[src/rtl/grant_scheduler_4.sv]
// Round-robin grant scheduler for four requesters sharing one 2-to-4 decoder.
// Grants last at most MAX_HOLD cycles and are always followed by one enable-low gap cycle.
module grant_scheduler_4 #(
  parameter int unsigned MAX_HOLD = 8
) (
  input  logic       clk,
  input  logic       rst_n,
  input  logic [3:0] req,
  input  logic [3:0] done,
  output logic       en,
  output logic [1:0] sel,
  output logic [3:0] gnt,
  output logic       busy,
  output logic       timeout
);

  localparam logic [7:0] HoldLast = 8'(MAX_HOLD - 1);

  typedef enum logic [1:0] {StIdle, StGrant, StGap} state_e;

  state_e     state_q, state_d;
  logic [1:0] ptr_q, ptr_d;
  logic [1:0] sel_q, sel_d;
  logic [7:0] cnt_q, cnt_d;
  logic [3:0] gnt_q, gnt_d;
  logic       en_q, en_d;
  logic       timeout_q, timeout_d;

  logic       pick_valid;
  logic [1:0] pick_idx;
  logic [1:0] cand;
  logic       release_now;
  logic       expire_now;

  // Scan from the highest offset down so the requester closest to ptr wins.
  always_comb begin
    pick_valid = 1'b0;
    pick_idx   = ptr_q;
    cand       = ptr_q;
    for (int k = 3; k >= 0; k--) begin
      cand = ptr_q + 2'(k);
      if (req[cand]) begin
        pick_valid = 1'b1;
        pick_idx   = cand;
      end
    end
  end

  assign release_now = done[sel_q] | ~req[sel_q];
  assign expire_now  = (cnt_q == HoldLast);

  always_comb begin
    state_d   = state_q;
    ptr_d     = ptr_q;
    sel_d     = sel_q;
    cnt_d     = cnt_q;
    en_d      = en_q;
    timeout_d = 1'b0;
    unique case (state_q)
      StIdle, StGap: begin
        if (pick_valid) begin
          state_d = StGrant;
          sel_d   = pick_idx;
          en_d    = 1'b1;
          cnt_d   = 8'd0;
        end else begin
          state_d = StIdle;
          en_d    = 1'b0;
        end
      end
      StGrant: begin
        if (release_now || expire_now) begin
          state_d   = StGap;
          en_d      = 1'b0;
          ptr_d     = sel_q + 2'd1;
          // Only a pure expiry counts as a timeout.
          timeout_d = expire_now & ~release_now;
        end else begin
          cnt_d = cnt_q + 8'd1;
        end
      end
      default: begin
        state_d = StIdle;
        en_d    = 1'b0;
      end
    endcase
    gnt_d = en_d ? (4'b0001 << sel_d) : 4'b0000;
  end

  always_ff @(posedge clk or negedge rst_n) begin
    if (!rst_n) begin
      state_q   <= StIdle;
      ptr_q     <= 2'd0;
      sel_q     <= 2'd0;
      cnt_q     <= 8'd0;
      gnt_q     <= 4'b0000;
      en_q      <= 1'b0;
      timeout_q <= 1'b0;
    end else begin
      state_q   <= state_d;
      ptr_q     <= ptr_d;
      sel_q     <= sel_d;
      cnt_q     <= cnt_d;
      gnt_q     <= gnt_d;
      en_q      <= en_d;
      timeout_q <= timeout_d;
    end
  end

  assign en      = en_q;
  assign sel     = sel_q;
  assign gnt     = gnt_q;
  assign busy    = (state_q == StGrant);
  assign timeout = timeout_q;

endmodule

[config.mk]
export PLATFORM = sky130hd
export DESIGN_NAME = grant_scheduler_4
export DESIGN_NICKNAME = d
export VERILOG_FILES = /design/src/rtl/grant_scheduler_4.sv
export SDC_FILE = /design/constraint.sdc
export NUM_CORES = 1
export LEC_CHECK = 0
export BUFFER_PORTS_ARGS = -buffer_cell sky130_fd_sc_hd__buf_2
export CAP_MARGIN = 20
export CORE_ASPECT_RATIO = 0.8
export CORE_MARGIN = 1.5
export CORE_UTILIZATION = 45
export CTS_CLUSTER_DIAMETER = 120
export CTS_CLUSTER_SIZE = 8
export DETAILED_ROUTE_END_ITERATION = 8
export PLACE_DENSITY = 0.66
export SETUP_SLACK_MARGIN = 0.05
export SYNTH_ARGS = -nofsm -noshare
export SYNTH_HDL_FRONTEND = slang
export SYNTH_SLANG_ARGS = --single-unit
[constraint.sdc]
create_clock -name clk -period 4.4 [get_ports clk]
set_input_delay 0 -clock clk [delete_from_list [all_inputs] [get_ports clk]]
set_output_delay 0 -clock clk [all_outputs]
set_load 0.01 [all_outputs]
* Word-level counts from Yosys, hierarchy flattened *
Index checks and enable logic that the tools add are counted.
W data, S select, Z words.

storage, ports and cells
  register bits = 20
  input bits = 10
  word-level logic and storage cells = 68

operators by class
  add/sub/neg operators = 5
  order comparisons = 5
  equality and inequality tests = 6
  shifts and indexed selects = 1
  multiplexer cells = 34
  bitwise operators = 4
  reduce and logical (&&, ||, !) cells = 6

operators by type and width
  operator               count
  $mux W8                2
  $pmux W8 S2            1
  $lt A2 B3 Y1 const B   5
  $mux W1                15
  $mux W2                7
  $bmux W1 S2            6
  $add A8 B1 Y8 const B  1
  $eq A8 B3 Y1 const B   1
  $add A2 B1 Y2 const B  2
  $add A2 B2 Y2 const B  2
  $mux W4                1
  $ne A2 B2 Y1 const B   2
  $pmux W2 S2            1
  $shl A1 B2 Y4 const A  1
  $reduce_and A3 Y1      1
  $eq A2 B1 Y1 const B   1
  $eq A2 B2 Y1 const B   1
  $logic_not A2 Y1       1
  $ne A2 B1 Y1 const B   1
  $not A1 Y1             2
  $pmux W1 S2            1
  $reduce_and A2 Y1      1
  $reduce_bool A2 Y1     1
  $reduce_or A2 Y1       1
  3 further kinds        3

* Longest topological paths before layout *
  word-level depth = 11
  gate-level depth with buffers = 5

* Worst setup path after synthesis *
OpenSTA, ideal clock, no wires.

  kind = reg2reg
  start point = reg sel_q[0], in the netlist sel[0]
  end point = reg ptr_q[1]
  setup time = 0.125 ns
  arrival time = 1.631 ns
  data required time = 4.275 ns
  path slack = 2.644 ns
  cell stages (with the launch flop) = 4
  buffers on the path = 0
  period minus slack after synthesis = 1.756 ns
  cells stage by stage = dfrtp_1 -> mux4_2 -> a21oi_2 -> mux2_2

on the way
  cells in the longest elaborated chain, start to end = 6
  elaborated cells between the ends (all ways) = 9

RTL lines
  what                           line  text
  start: declaration             23    logic [1:0] sel_q, sel_d;
  start signal: assignment       102   sel_q <= sel_d;
  $bmux W1 S2                    49    assign release_now = done[sel_q] | ~req[sel_q];
  $mux W1 (implied by the code)  49
  $not A1 Y1                     49
  $or A1 B1 Y1                   49
  $logic_or A1 B1 Y1             72    if (release_now || expire_now) begin
  $reduce_and A2 Y1 (no line)    n/a
  end signal: assignment         101   ptr_q <= ptr_d;
  end: declaration               22    logic [1:0] ptr_q, ptr_d;

Several ways; a longest one is shown, not always the timed one. The select of a mux whose other input is x is not followed.
A chain may end at the register's enable or synchronous reset.

* Worst setup path in the final report *
Same ends and word-level chain as after synthesis.

==> summary.md <==
| Metric | Value |
|---|---|
| Post-layout util | `0.571` |
| IO Port Bufs | `18` |
| Vias | `873` |
| Top post-synthesis cells by area | `dfrtp_1, mux2i_1, nand2b_1, mux4_2, nand2_1` |
| Vias in the first global route | `about 840` |
| Top cell type's share of synthesized area | `0.456` |
| Post-DR vias/cell | `5.78` |
| Post-cts resize count | `0` |
| Rel. slew slack | `0.406` |
| Cells after Synth | `around 100` |
| Final Hold Vio Count | `0` |
| Starting Density | `0.491` |
| Final setup violating endpoints | `0` |
| Die W | `58.2 um` |
| Num CTS Buffers | `3` |
| Max Root-Sink Buffers | `2` |
| Setup Crit Path Kind | `flop to flop` |
| DRT iter0 DRCs | `18` |
| Final worst path period share | `0.421` |
| Initial antenna violation count | `0` |
| CTS tree | `yes` |
| Yosys cell types | `39` |
| Max VDD drop | `~0.32 mV` |
| Skew final | `between 0.007 and 0.008 ns` |
| Req. time, crit path | `~4.6 ns` |
| Ys flop type | `dfrtp_1` |
| Post-synth top cells | `dfrtp_1, nand2_1, nand2b_1` |
| Slew @ Worst Pin | `between 0.8 and 0.9 ns` |
| CP Capture Type | `flop` |
| LEAKAGE | `between 0.6 and 0.7 nW` |
| Share of layout cells above drive strength 1 | `0.238` |
| Latest clock arrival within the worst-skew pair | `between 0.3 and 0.4 ns` |
| Drt wl/cell | `roughly 15 um` |
| Crit Path Max Fanout | `7` |
| Post-layout min period | `between 1.5 and 2 ns` |
| Area Overhead vs Synth | `16.3%` |
| Synth warn | `0` |
| Filler cell count | `204` |
| Area leader, netlist | `dfrtp_1` |
| Sum Neg Setup Slack | `0 ns` |
| Synth Register Bits | `20` |
| Placed Instances | `between 100 and 150` |
| Die ar. | `2750 um2` |
| Die Height | `~47 um` |
| Drc violations | `0` |
| Pwr dens | `between 500 and 600 nW/um2` |
| H-tree levels | `1` |
| Hold Buf Count CTS | `1` |
| Top-count cell post-synth | `dfrtp_1` |
| Total GRT Usage | `0.183` |
| Top Ports | `19` |
| Total power | `approximately 0.00072 W` |
| CP Data Arrival Time | `about 2.1 ns` |
| Seq/Total Area, Yosys | `0.456` |
| Antenna Cells | `0` |
| Slew Limit Fails | `0` |
| Number of flops mapped to enable cells by yosys | `0` |
| Post-Layout Cell Count | `between 150 and 200` |
| Crit path launch type | `flop` |
| Final GP Congestion | `0.859` |
| DP HPWL | `around 1600 um` |
| # Post-CTS Setup Buffers | `0` |
| Max Fclk | `540 MHz` |
| Largest net degree at the start of global routing | `21` |
| Status | `completed` |
| First-pass GRT wire length | `~3700 um` |
| Core area | `between 2000 and 2500 um2` |
| GR Overflow Total | `0` |
| CTS root buf | `clkbuf_4` |
| Post-Syn Area | `1100 um2` |
| Layout Nets | `approximately 140` |
| Post-route ant nets | `0` |
| DRT Pass-1 Iters | `4` |
| Avg Inst Size Synth | `approximately 11 um2` |
| HP Class | `input pin to async pin` |
| Syn Nets | `115` |
| Post-synth ARST share | `1.00` |
| Max-cap violations | `0` |
| Clk slew on worst S/H paths | `0.12 ns` |
| Rows | `15` |
| Clock sink total | `20` |
| Drt total wl | `approximately 2200 um` |
| RSZ-0062 raised after global routing | `false` |
==> cell families (layout without fill, tap and decap cells) <==
kind of cell / Yosys count / in the layout / share of synthesized area
buffers and inverters: 4 / 26 / 0.0148
xor gates and xnor gates: 1 / 1 / 0.00798
adders and majority gates: 1 / 1 / 0.0114
DFF: 20 / 20 / 0.456
and+or+nand+nor: 51 / 51 / 0.266
muxes: 10 / 10 / 0.115
AOI/OAI and AO/OA: 17 / 17 / 0.129
==> power by group <==
| part | switching (W) | internal [W] | total [W] |
|---|---|---|---|
| logic | 0.000164 | 0.000122 | 0.000286 |
| clock network | 0.0000583 | 0.0000921 | 0.000150 |
| registers | 0.0000484 | 0.000234 | 0.000283 |
| total | 0.000270 | 0.000449 | 0.000719 |
==> stage by stage <==
step	setup WS (ns)	instance area (um2)	hold slack, ns
floorplan	2.64	1100	-0.296
global placement	2.60	1210	-0.0342
detailed placement	2.57	1210	-0.0332
CTS	2.55	1280	0.159
global route	2.49	1280	0.177
finish	2.55	1280	0.155
==> routing by layer <==
metal  GRT usage  wire length [um]
met1       0.241              1130
met2       0.314               992
met3      0.0579                77
met4      0.0186                 0
met5           0                 0
==> sequential cells by signal, summed over array words and instances, names as in the netlist <==
register	cells
cnt_q	8
state_q	2
sel	2
en	1
gnt	4
ptr_q	2
timeout	1
==> placed cells by master, fill, tap and decap left out, types with 3 or more instances in the layout <==
| cell type | count |
|---|---|
| dfrtp_1 | 20 |
| buf_2 | 18 |
| nand2_1 | 12 |
| nand2b_1 | 9 |
| mux2i_1 | 7 |
| nor2b_1 | 6 |
| nand4_1 | 4 |
| nor2_1 | 3 |
| nand3_1 | 3 |
| a21oi_1 | 3 |
| clkbuf_4 | 3 |
==> critical path, cell delays in order (launching register included) <==
cell and delay (ns):
dfrtp_1 0.52, mux4_2 0.65, a21oi_2 0.23, mux2_2 0.35
==> final cells by class <==
| cell class | count | area, um2 | area share |
|---|---|---|---|
| clock buffer | 3 | 22.5 | 0.0176 |
| clock inverter | 1 | 30.0 | 0.0235 |
| inverter | 3 | 11.3 | 0.00882 |
| multi-input combinational | 80 | 581 | 0.455 |
| sequential | 20 | 500 | 0.392 |
| tap | 25 | 31.3 | 0.0245 |
| timing repair buffer | 19 | 100 | 0.0784 |
==> path summary, 6_finish.rpt <==
path	from	to	slack (ns)	depth (start not counted)
max in group asynchronous	rst_n	cnt_q[1]	3.93	2
hold / removal	rst_n	cnt_q[5]	0.15	2
setup reg to reg	sel[0]	ptr_q[1]	2.55	3
min in group clk	req[0]	sel[0]	0.16	3
setup / recovery	sel[0]	ptr_q[1]	2.55	3
hold reg to reg	cnt_q[2]	cnt_q[2]	0.50	1
Note: power is estimated with default switching activity, not from simulation.
